File: src/rtl/uart_tx_sched.sv
// Round-robin scheduler that feeds bytes from NREQ requesters into a single UART transmitter.
// Optional start-timeout watchdog enabled by defining UART_TX_SCHED_TIMEOUT_EN.
module uart_tx_sched #(
  parameter int unsigned NREQ    = 4,
  parameter int unsigned TMO_CYC = 255
) (
  input  logic              clk16x,
  input  logic              clr,
  input  logic [NREQ-1:0]   req,
  input  logic [8*NREQ-1:0] req_data,
  output logic [NREQ-1:0]   ack,
  output logic              tx_wrn,
  output logic [7:0]        tx_data,
  input  logic              tx_busy,
  output logic [2:0]        grant_id,
  output logic              busy,
  output logic              tmo_err
);

  localparam int unsigned IDW = 3;
  localparam int unsigned CW  = 8;

  typedef enum logic [1:0] {
    IDLE       = 2'd0,
    WRITE      = 2'd1,
    WAIT_START = 2'd2,
    WAIT_DONE  = 2'd3
  } state_t;

  if (NREQ < 2 || NREQ > 8) begin : g_bad_nreq
    $error("uart_tx_sched: NREQ must be in 2..8");
  end
  if (TMO_CYC < 1 || TMO_CYC > 255) begin : g_bad_tmo
    $error("uart_tx_sched: TMO_CYC must be in 1..255");
  end

  state_t         state;
  state_t         state_n;
  logic [IDW-1:0] last_grant;
  logic [7:0]     req_pad;
  logic           pick_valid;
  logic [IDW-1:0] pick_idx;
  logic [7:0]     pick_data;
  logic           grant;
  logic           tmo_hit;

  // Pad to 8 lanes so a 3-bit index never runs past the vector.
  assign req_pad = 8'(req);

  // Round-robin search starting just after the last granted requester.
  always_comb begin
    pick_valid = 1'b0;
    pick_idx   = '0;
    for (int unsigned k = 1; k <= NREQ; k++) begin
      if (!pick_valid && req_pad[IDW'((32'(last_grant) + k) % NREQ)]) begin
        pick_valid = 1'b1;
        pick_idx   = IDW'((32'(last_grant) + k) % NREQ);
      end
    end
  end

  // Byte lane of the winning requester.
  always_comb begin
    pick_data = '0;
    for (int unsigned i = 0; i < NREQ; i++) begin
      if (pick_idx == IDW'(i)) pick_data = req_data[8*i +: 8];
    end
  end

  // Next-state logic.
  always_comb begin
    state_n = state;
    grant   = 1'b0;
    case (state)
      IDLE: begin
        if (pick_valid) begin
          state_n = WRITE;
          grant   = 1'b1;
        end
      end
      WRITE:      state_n = WAIT_START;
      WAIT_START: begin
        if (tx_busy)      state_n = WAIT_DONE;
        else if (tmo_hit) state_n = IDLE;
      end
      WAIT_DONE:  if (!tx_busy) state_n = IDLE;
      default:    state_n = IDLE;
    endcase
  end

  // State register and registered outputs, derived from the next state.
  always_ff @(posedge clk16x) begin
    if (clr) begin
      state      <= IDLE;
      last_grant <= IDW'(NREQ - 1);
      grant_id   <= '0;
      tx_data    <= '0;
      tx_wrn     <= 1'b1;
      ack        <= '0;
      busy       <= 1'b0;
    end else begin
      state  <= state_n;
      tx_wrn <= (state_n != WRITE);
      busy   <= (state_n != IDLE);
      if (grant) begin
        last_grant <= pick_idx;
        grant_id   <= pick_idx;
        tx_data    <= pick_data;
      end
      for (int unsigned i = 0; i < NREQ; i++) begin
        ack[i] <= grant && (pick_idx == IDW'(i));
      end
    end
  end

`ifdef UART_TX_SCHED_TIMEOUT_EN
  logic [CW-1:0] tmo_cnt;

  // Counter is held at zero outside WAIT_START, so it starts from zero on every entry.
  assign tmo_hit = (state == WAIT_START) && !tx_busy && (tmo_cnt == CW'(TMO_CYC - 1));

  always_ff @(posedge clk16x) begin
    if (clr) begin
      tmo_cnt <= '0;
      tmo_err <= 1'b0;
    end else begin
      if (state != WAIT_START) tmo_cnt <= '0;
      else                     tmo_cnt <= tmo_cnt + 1'b1;
      if (tmo_hit) tmo_err <= 1'b1;
    end
  end
`else
  assign tmo_hit = 1'b0;
  assign tmo_err = 1'b0;
`endif

endmodule

File: config.mk
export PLATFORM = sky130hd
export DESIGN_NAME = uart_tx_sched
export DESIGN_NICKNAME = d
export VERILOG_FILES = /design/src/rtl/uart_tx_sched.sv
export SDC_FILE = /design/constraint.sdc
export NUM_CORES = 1
export LEC_CHECK = 0
export ABC_CLOCK_PERIOD_IN_PS = 1450
export BUFFER_PORTS_ARGS = -buffer_cell sky130_fd_sc_hd__buf_2
export CAP_MARGIN = 15
export CORE_ASPECT_RATIO = 1.75
export CORE_UTILIZATION = 40
export CTS_CLUSTER_DIAMETER = 40
export DETAILED_ROUTE_END_ITERATION = 6
export PLACE_DENSITY = 0.75
export SETUP_SLACK_MARGIN = 0.3
export SYNTH_ARGS = -nofsm -noshare
export SYNTH_HDL_FRONTEND = slang
export SYNTH_SLANG_ARGS = --single-unit
File: constraint.sdc
create_clock -name clk16x -period 1.45 [get_ports clk16x]
set_input_delay 0.145 -clock clk16x [delete_from_list [all_inputs] [get_ports clk16x]]
set_output_delay 0.145 -clock clk16x [all_outputs]
set_load 0.02 [all_outputs]
==> metrics.md, run 1 <==
| Metric | Value |
|---|---|
| Post-Synth XOR/XNOR Area | 0% |
| Total track usage | 21.9% |
| Worst path bufs/invs | 2 |
| CP cell instances | nor2_4 -> nand2b_4 -> nor2_4 -> inv_2 -> or3b_4 -> buf_12 -> a21o_1 -> o211ai_2 |
| Primary FF master, synth | dfxtp_1 |
| Post-synth EDFFs | 0 |
| Largest net degree at the start of global routing | 13 |
| Post-CTS Hold Buffers | 0 |
| Clock Path Buffers | 2 |
| Fmax achieved | 669 MHz |
| Final setup margin | -0.0452 ns |
| Post-Synth Adder-Cell Area | 0% |
| Fin nets | roughly 240 |
| CP arrival | 1.69 ns |
| RR Endpoint | tx_data[2]$_SDFFE_PP0N_ |
| Failing checks | setup timing |
| Post-synthesis cell area | 1090 µm² |
| Post-Synth Simple-Gate Area | 21.6% |
| Final core utilization | 70.3% |
| Mux cell area share after synthesis | 7.36% |
| Crit path max-delay cell type | or3b_4 |
| Die Area | roughly 2900 µm² |
| Seq/Total Area, Yosys | 36.8% |
| Vias in the first global route | 1202 |
| TNS Setup | -0.263 ns |
| Gate Count Post-Synth | 120 |
| Layout cells sized above 1 | 60.5% |
| Drt first pass iters | 4 |
| CP Capture Type | flip-flop |
| Routed wire per std cell | 15.0 µm |
| N_diodes | 0 |
| Post-DRT Antenna Nets | 0 |
| Via Count | 1222 |
| R2R Path Start | state[1]$_SDFF_PP0_ |
| Distinct cells, synth | 33 |
| CTS H-Tree Depth | 1 |
| R2R Setup Slk | -0.05 ns |
| Clock skew | 0.00353 ns |
| Core ar. | 2520 µm² |
| I/O Pins | 57 |
| Final wirelength | 3330 µm |
| Height of the die | ~71 µm |
| Sink Count | 20 |
| Startpoint types | flip-flop |
| CP peak stage delay | 0.37 ns |
| Crit Path Max Fanout | 9 |
| Die width | roughly 41 µm |
| Antenna violations before repair | 0 |
| Worst Path Required | ~1.6 ns |
| CTS tree | built |
| Status | finished, violations left |
| DRC | 0 |
| Fillers | 192 |
| Initial core utilization | 43.2% |
| Cell family with most CP delay | simple AND/OR/NAND/NOR gates |
| IO buf count | 54 |
| Syn-to-layout area delta | 62.9% |
| Seq cells post-synth | 20 |
| DRT iter0 DRCs | 21 |
| RePlAce Congestion | 0.915 |
| Unrepaired setup endpoints after global routing | yes |
| Vias per std cell | roughly 5.5 |
| Leak pwr | 0.000862 µW |
| Ys Warns | 0 |
| Worst Hold Endpoint | tx_wrn$_SDFF_PP1_ |
| Tcrit/Tclk final | 103% |
| Worst-path clk slew | 0.08 ns |
| Largest family of logic cells by synthesized area | compound AO/OA/AOI/OAI gates |
| Mean Syn Cell Area | between 9 and 10 µm² |
| PwrDens | between 1000 and 1500 nW/µm² |
| Hold Startpoint | clr |
| Post-layout min period | roughly 1.5 ns |
| Complex-gate fraction of the synthesized area | 28.7% |
| VDD IR max | 0.912 mV |
| Clock latency at the later pin of the worst-skew pair | 0.26 ns |
| Row count | 24 |
| Total CTS buffers | 3 |
| Min-delay worst type | in -> reg |
| Hold depth | 3 |
| Cell repeated most along the worst path | nor2_4 |
| Fin. Hold Viols | 0 |
| Global-route wire length before repair | 5150 µm |
| R2R cell count | 8 |
| CTS Root Cell | clkbuf_8 |
| Grt ovf | 0 |
| Kind of critical path | reg -> reg |
| Endpoints failing setup | 10 |
| Async SR Flop Fraction | 0% |
| Final Slew Violations | 0 |
| Max cap viols | 0 |
| HPWL Detailed | around 2300 µm |
-- how the worst max path moves through the flow --
stage,startpoint,to,depth (start not counted)
4_1_cts,state[1]$_SDFF_PP0_,tx_data[2]$_SDFFE_PP0N_,8
5_1_grt,state[1]$_SDFF_PP0_,tx_data[2]$_SDFFE_PP0N_,8
3_3_place_gp,req[3],tx_data[7]$_SDFFE_PP0N_,8
2_1_floorplan,state[0]$_SDFF_PP0_,tx_data[0]$_SDFFE_PP0N_,9
3_5_place_dp,req[3],tx_data[2]$_SDFFE_PP0N_,8
6_report,state[1]$_SDFF_PP0_,tx_data[2]$_SDFFE_PP0N_,8
-- logic make-up (layout without fill, tap and decap cells) --
logic type	count (synthesis)	after routing
buffers and inverters	10	83
other	1	2
muxes	8	8
DFF	20	20
AOI/OAI and AO/OA	38	38
and+or+nand+nor	43	44
-- worst min-delay path: stages --
cell    delay (ns)
buf_2         0.11
nor2_4        0.05
inv_2         0.04
-- cell type report --
type	instances	area (µm²)	share of cell area, %
Tap cell	26	32.5	1.83
Multi-Input combinational cell	92	769	43.4
Clock inverter	1	30.0	1.69
Timing Repair Buffer	78	490	27.7
Clock buffer	3	41.3	2.33
Sequential cell	20	405	22.9
Inverter	1	3.75	0.212
-- synth_stat cells, types with 2 or more instances --
cell / n / area share [%]
buf_2: 3 / 1.4
nor2b_1: 4 / 2.3
a21oi_1: 5 / 2.3
o21a_1: 2 / 1.4
mux2i_1: 8 / 7.4
o31ai_1: 8 / 5.5
o211ai_2: 8 / 9.2
a21o_1: 9 / 6.2
nor2_1: 6 / 2.1
buf_1: 2 / 0.69
nand2_1: 13 / 4.5
buf_4: 2 / 1.4
dfxtp_1: 20 / 37
nand4_1: 8 / 4.6
nand2b_1: 4 / 2.3
-- where the power goes --
group	total, µW	switching, µW	internal, µW	leakage [µW]
sequential	683	47.5	635	0.000165
combinational	829	426	403	0.000661
clock	560	192	369	0.0000357
-- metal layers --
metal / GRT usage, % / up-vias / share of wire, %
li1: - / 594 / -
met1: 22.3 / 561 / 34
met2: 44.1 / 59 / 58
met3: 2.55 / 8 / 5.5
met4: 6.81 / 0 / 2.0
met5: 0 / - / 0
-- cell usage in the layout, fill, tap and decap left out, types with 2 or more instances in the layout --
cell type  count
nand3_4        2
nor2_4         2
dfxtp_2        4
buf_4         18
conb_1         2
nor2b_4        2
nand2b_4       3
a21o_1         8
o31ai_1        7
nand4_1        8
buf_6          4
nor2_1         4
o21a_1         2
nor2_2         2
o211ai_2       8
a21oi_2        2
dfxtp_1       16
clkbuf_8       3
nor2b_1        2
mux2i_1        8
a21oi_1        3
buf_2         54
nand2_1       12
buf_12         2
or3b_4         2
-- metrics by stage --
stage	instances	hold slack, ns	total power (µW)	instance area [µm²]	worst slack [ns]
after global placement	210	0.370	1360	1540	-0.0669
after detailed placement	210	0.379	1380	1540	-0.107
after floorplan	121	0.207	1140	1160	-0.0755
final	221	0.112	2070	1770	-0.0452
after CTS	217	0.106	2000	1680	-0.0420
after global routing	221	0.118	2170	1770	-0.102
-- repair_timing --
item	4_1_cts	5_1_grt
pin swaps	5	7
setup endpoints to repair	16	16
buffers inserted	2	4
gates cloned	1	0
gates resized for setup	10	14
-- sequential cells by signal (all words and copies together), names as in the netlist --
name,count
grant_id,2
ack,4
state,2
last_grant,2
tx_wrn,1
tx_data,8
busy,1
(Power assumes the default switching activity.)
==> inputs of run 2 (changes only) <==
==> constraint.sdc (replaced) <==
create_clock -name clk16x -period 1.45 [get_ports clk16x]
set_input_delay 0.0725 -clock clk16x [delete_from_list [all_inputs] [get_ports clk16x]]
set_output_delay 0.0725 -clock clk16x [all_outputs]
set_load 0.02 [all_outputs]
==> run 2 against run 1 <==
The flow still finishes with violations (setup timing); non-clock buffer count is 4 lower; utilization shrank 1.5 points; worst hold slack worse by 0.023 ns; register-to-register slack about the same; via count is 2.6% lower; global-route usage grew 0.96 points; critical path depth fell by 2; fmax down 0.73%; flip-flop and latch count is the same; setup slack got worse by 0.011 ns; count of clock-buffer cells in the layout unchanged; cell area decreased by 2.2%; critical endpoint is now tx_data[6]$_SDFFE_PP0N_; largest power group unchanged.
==> metrics.md, run 2 (same netlist as run 1, synthesis figures left out) <==
| Metric | Value |
|---|---|
| Sequential power share | 33.4% |
| Vias per std cell | 5.48 |
| Grt ovf | 0 |
| Min-delay worst type | in -> reg |
| Clock latency at the later pin of the worst-skew pair | approximately 0.26 ns |
| Total track usage | 22.9% |
| Syn-to-layout area delta | 59.3% |
| Fin. Hold Viols | 0 |
| CTS Root Cell | clkbuf_8 |
| Final Slew Violations | 0 |
| Kind of critical path | reg -> reg |
| Switching pwr | 653 µW |
| DRC | 0 |
| Failing checks | setup timing |
| VDD IR max | 0.743 mV |
| Comb power frac | 39.3% |
| Vias in the first global route | between 1k and 1.5k |
| Crit Path Max Fanout | 10 |
| Drt first pass iters | 4 |
| Largest net degree at the start of global routing | 13 |
| Layout Cells excl Fill | 217 |
| HPWL Detailed | 2410 µm |
| Fmax achieved | roughly 660 MHz |
| CP arrival | ~1.7 ns |
| Most common cell after layout, fill and taps aside | buf_2 |
| Sink Count | 20 |
| DRT iter0 DRCs | 27 |
| Final core utilization | 68.8% |
| Max cap viols | 0 |
| Endpoints failing setup | 9 |
| Fin nets | around 230 |
| Clock network power share | 27.3% |
| PwrDens | 1170 nW/µm² |
| Fillers | 200 |
| IO buf count | 54 |
| Switching share of power | roughly a third |
| Leak pwr | 0.000836 µW |
| Final wirelength | 3240 µm |
| Post-DRT Antenna Nets | 0 |
| R2R Setup Slk | -0.06 ns |
| Tcrit/Tclk final | 104% |
| Worst rel slew slack | between 60% and 70% |
| Largest Register | tx_data |
| Via Count | 1190 |
| Commonest cells after routing, fill and taps aside | buf_2 (54), dfxtp_1 (16), buf_4 (15) |
| N_diodes | 0 |
| Max reg flops | 8 |
| Startpoint types | flip-flop |
| Dpl ws | -0.0708 ns |
| Die Area | 2940 µm² |
| CP Capture Type | flip-flop |
| Placed cells | 208 |
| Leading registers by flop count | tx_data: 8 flops, ack: 4 flops |
| Status | finished, violations left |
| Worst-path clk slew | 0.08 ns |
| CTS tree | built |
| I/O Pins | 57 |
| Layout cells sized above 1 | 60.7% |
| Routed wire per std cell | 14.9 µm |
| Worst Path Required | 1.59 ns |
| Total CTS buffers | 3 |
| RePlAce Congestion | roughly 0.87 |
| TNS Setup | -0.321 ns |
| Internal Pwr Total | 1380 µW |
| Core ar. | 2520 µm² |
| Unrepaired setup endpoints after global routing | yes |
| Initial core utilization | about 43% |
| Clock skew | approximately 0.0036 ns |
| Post-layout min period | 1.51 ns |
| Final setup margin | -0.0562 ns |
| CTS H-Tree Depth | 1 |
| Antenna violations before repair | 0 |
| Row count | 24 |
| Die width | around 41 µm |
| Least-Margin Pin Slew | between 0.5 and 0.6 ns |
| Clock Path Buffers | 2 |
| Height of the die | 71.0 µm |
| Global-route wire length before repair | 5330 µm |
[run 2: cell types whose count changed in the layout (fill, tap and decap cells not counted), sizes merged]
cell | before | now
buf | 78 | 74
[run 2: layout make-up]
class                   count  area [µm²]  share of cell area, %
repair buffers             74         457                   26.3
inverters                   1        3.75                  0.216
well taps                  26        32.5                   1.88
clock inverters             1        30.0                   1.73
flip-flops and latches     20         405                   23.4
clock buffers               3        41.3                   2.38
multi-input cells          92         764                   44.1
[run 2: per-layer routing]
| metal | global-route usage, % | up-vias | share of wire, % |
|---|---|---|---|
| met5 | 0 | - | 0 |
| met4 | 10.0 | 0 | 1.5 |
| met3 | 3.32 | 6 | 4.5 |
| met2 | 46.9 | 46 | 59 |
| met1 | 20.8 | 555 | 35 |
| li1 | - | 583 | - |
[run 2: final timing paths]
check                              from                        to  depth (start not counted)
max          last_grant[0]$_SDFFE_PP1N_   tx_data[6]$_SDFFE_PP0N_                          6
min                             tx_busy       state[0]$_SDFF_PP0_                          3
max reg2reg  last_grant[0]$_SDFFE_PP1N_   tx_data[6]$_SDFFE_PP0N_                          6
min reg2reg    grant_id[1]$_SDFFE_PP0N_  grant_id[1]$_SDFFE_PP0N_                          2
[run 2: worst max-delay path: stages (launching register included)]
cell and delay [ns]:
dfxtp_2 0.37, nor2b_4 0.05, or3b_4 0.41, or3b_4 0.26
buf_12 0.12, a21o_1 0.10, o211ai_2 0.08
[run 2: power groups by stage]
stage | clock network, µW | registers (µW) | logic, µW
after floorplan | 0 | 766 | 377
after global placement | 0 | 686 | 662
after detailed placement | 0 | 689 | 686
after CTS | 565 | 679 | 772
after global routing | 589 | 692 | 858
final | 555 | 681 | 801
[run 2: what timing repair did]
item	4_1_cts	5_1_grt
resized for setup	18	6
pin swaps	6	5
hold buffers	0	0
setup buffers	2	2
gates cloned	1	0
endpoints found under the setup margin	16	16
[run 2: metrics by stage]
step	total power (µW)	hold WS, ns	cell area (µm²)
2_1_floorplan	1140	0.134	1160
3_3_place_gp	1350	0.332	1520
3_5_place_dp	1380	0.362	1520
4_1_cts	2020	0.0856	1700
5_1_grt	2140	0.0861	1730
6_report	2040	0.0885	1730
==> inputs of run 3 (changes only) <==
Settings changed: PLACE_DENSITY 0.75 to 0.82.
==> run 3 against run 2 <==
The flow now finishes without violations; highest routed layer unchanged; flip-flop and latch count unchanged; cell count up 0.46%; largest cell class unchanged; total power up 2.9%; first-iteration DRC count down 15%; sequential share of layout area down 0.58 points; fmax up 5.6%; sequential power up 0.6%; critical path depth down 1; largest power group unchanged; via count up 6.6%; register-to-register slack better by 0.08 ns; count of clock-buffer cells in the layout unchanged.
==> metrics.md, run 3 (same netlist as run 1, synthesis figures left out) <==
| Metric | Value |
|---|---|
| I/O Pins | 57 |
| Routed wire per std cell | about 17 µm |
| Fmax achieved | 701 MHz |
| Worst-path clk slew | roughly 0.080 ns |
| Post-DRT Antenna Nets | 0 |
| Core ar. | 2520 µm² |
| Status | completed |
| DRC | 0 |
| Grt ovf | 0 |
| Kind of critical path | reg -> reg |
| Drt first pass iters | 4 |
| Dpl ws | -0.0974 ns |
| Initial core utilization | a little over two fifths |
| Final setup margin | around 0.023 ns |
| Die Area | 2940 µm² |
| Layout cells sized above 1 | between 60% and 70% |
| TNS Setup | 0 ns |
| Startpoint types | flip-flop |
| Clock Path Buffers | 2 |
| VDD IR max | 0.906 mV |
| Fin nets | 232 |
| Largest Register | tx_data |
| FF+latch area | 408 µm² |
| Via Count | 1269 |
| HPWL Detailed | between 2000 and 2500 µm |
| Final Slew Violations | 0 |
| Leading registers by flop count | tx_data: 8 flops, ack: 4 flops |
| Syn-to-layout area delta | 64.4% |
| CP Capture Type | flip-flop |
| CP peak stage delay | 0.36 ns |
| Vias per std cell | 5.82 |
| Layout Cells excl Fill | 218 |
| Crit Path Max Fanout | 7 |
| Post-CTS Hold Buffers | 0 |
| Sink Count | 20 |
| Max cap viols | 0 |
| Crit path max-delay cell type | dfxtp_4 |
| Leak pwr | 0.000831 µW |
| CP cell instances | nand2b_4 -> a21o_4 -> nand3_4 -> mux2i_2 -> o211ai_2 |
| Antenna violations before repair | 0 |
| Vias in the first global route | 1337 |
| Row count | 24 |
| Height of the die | 71.0 µm |
| Largest net degree at the start of global routing | 13 |
| Tcrit/Tclk final | 98.4% |
| Max reg flops | 8 |
| Worst Path Required | 1.61 ns |
| Unrepaired setup endpoints after global routing | yes |
| Dpl cell area | 1510 µm² |
| Total track usage | 24.3% |
| CTS tree | built |
| Min-delay worst type | in -> reg |
| CP arrival | roughly 1.6 ns |
| Worst rel slew slack | 65.6% |
| Clock skew | 0.00114 ns |
| Least-Margin Pin Slew | 0.512 ns |
| Post-layout min period | 1.43 ns |
| RePlAce Congestion | 0.786 |
| Commonest cells after routing, fill and taps aside | buf_2 (54), buf_4 (18), dfxtp_1 (16) |
| R2R Setup Slk | 0.02 ns |
| Final wirelength | 3650 µm |
| Cell family with most CP delay | flip-flops |
| Fin area | 1790 µm² |
| Die width | 41.4 µm |
| Clock latency at the later pin of the worst-skew pair | 0.27 ns |
| IO buf count | 54 |
| Worst path bufs/invs | 0 |
| DRT iter0 DRCs | 23 |
| CTS Root Cell | clkbuf_8 |
| Area occupied by multi-input gates | 837 µm² |
| Endpoints failing setup | 0 |
| CTS H-Tree Depth | 1 |
| PwrDens | 1170 nW/µm² |
| Fin. Hold Viols | 0 |
| Placed cells | 208 |
| Total CTS buffers | 3 |
| Fillers | 190 |
| N_diodes | 0 |
| Most common cell after layout, fill and taps aside | buf_2 |
| Global-route wire length before repair | 5670 µm |
-- run 3: cell count changes in the layout (fill, tap and decap cells not counted), sizes merged --
cell / delta
or3b: +1
-- run 3: stage by stage --
step / util, % / total power [µW] / hold slack, ns
global route: 70.9 / 2170 / 0.0921
CTS: 67.7 / 2030 / 0.0623
global placement: 59.9 / 1330 / 0.331
detailed placement: 59.9 / 1360 / 0.348
floorplan: - / 1140 / 0.134
finish: 70.9 / 2100 / 0.0624
-- run 3: final timing paths --
kind                              startpoint                 endpoint  cells past startpoint
setup / recovery  last_grant[0]$_SDFFE_PP1N_  tx_data[1]$_SDFFE_PP0N_                      5
hold reg to reg      tx_data[5]$_SDFFE_PP0N_  tx_data[5]$_SDFFE_PP0N_                      2
setup reg to reg  last_grant[0]$_SDFFE_PP1N_  tx_data[1]$_SDFFE_PP0N_                      5
hold / removal                       tx_busy      state[0]$_SDFF_PP0_                      3
-- run 3: cell type report --
type | count | area share, %
Tap cell | 26 | 1.82
Clock buffer | 3 | 2.31
Sequential cell | 20 | 22.8
Clock inverter | 1 | 1.68
Timing Repair Buffer | 74 | 24.4
Multi-Input combinational cell | 93 | 46.8
Inverter | 1 | 0.210
-- run 3: power breakdown --
group	internal [µW]	leakage, µW	total [µW]	switching (µW)
Clock	369	0.0000357	570	201
Sequential	636	0.000166	685	48.9
Combinational	390	0.000630	840	450
Total	1400	0.000831	2100	700
-- run 3: layer usage --
| metal | track usage [%] | wire, µm | part of all wire (%) |
|---|---|---|---|
| met5 | 0 | 0 | 0 |
| met4 | 13.3 | 128 | 3.5 |
| met3 | 5.87 | 207 | 5.7 |
| met2 | 46.0 | 2020 | 55 |
| met1 | 23.1 | 1300 | 36 |
-- run 3: repair_timing --
| item | in CTS | in global routing |
|---|---|---|
| gates cloned | 2 | 0 |
| resized for setup | 17 | 17 |
| pin swaps | 6 | 6 |
| setup endpoints to repair | 16 | 16 |
| buffers inserted | 4 | 0 |
-- run 3: worst register-to-register path: stages (launching register included) --
cell	delay (ns)
dfxtp_4	0.36
nand2b_4	0.17
a21o_4	0.25
nand3_4	0.18
mux2i_2	0.26
o211ai_2	0.09
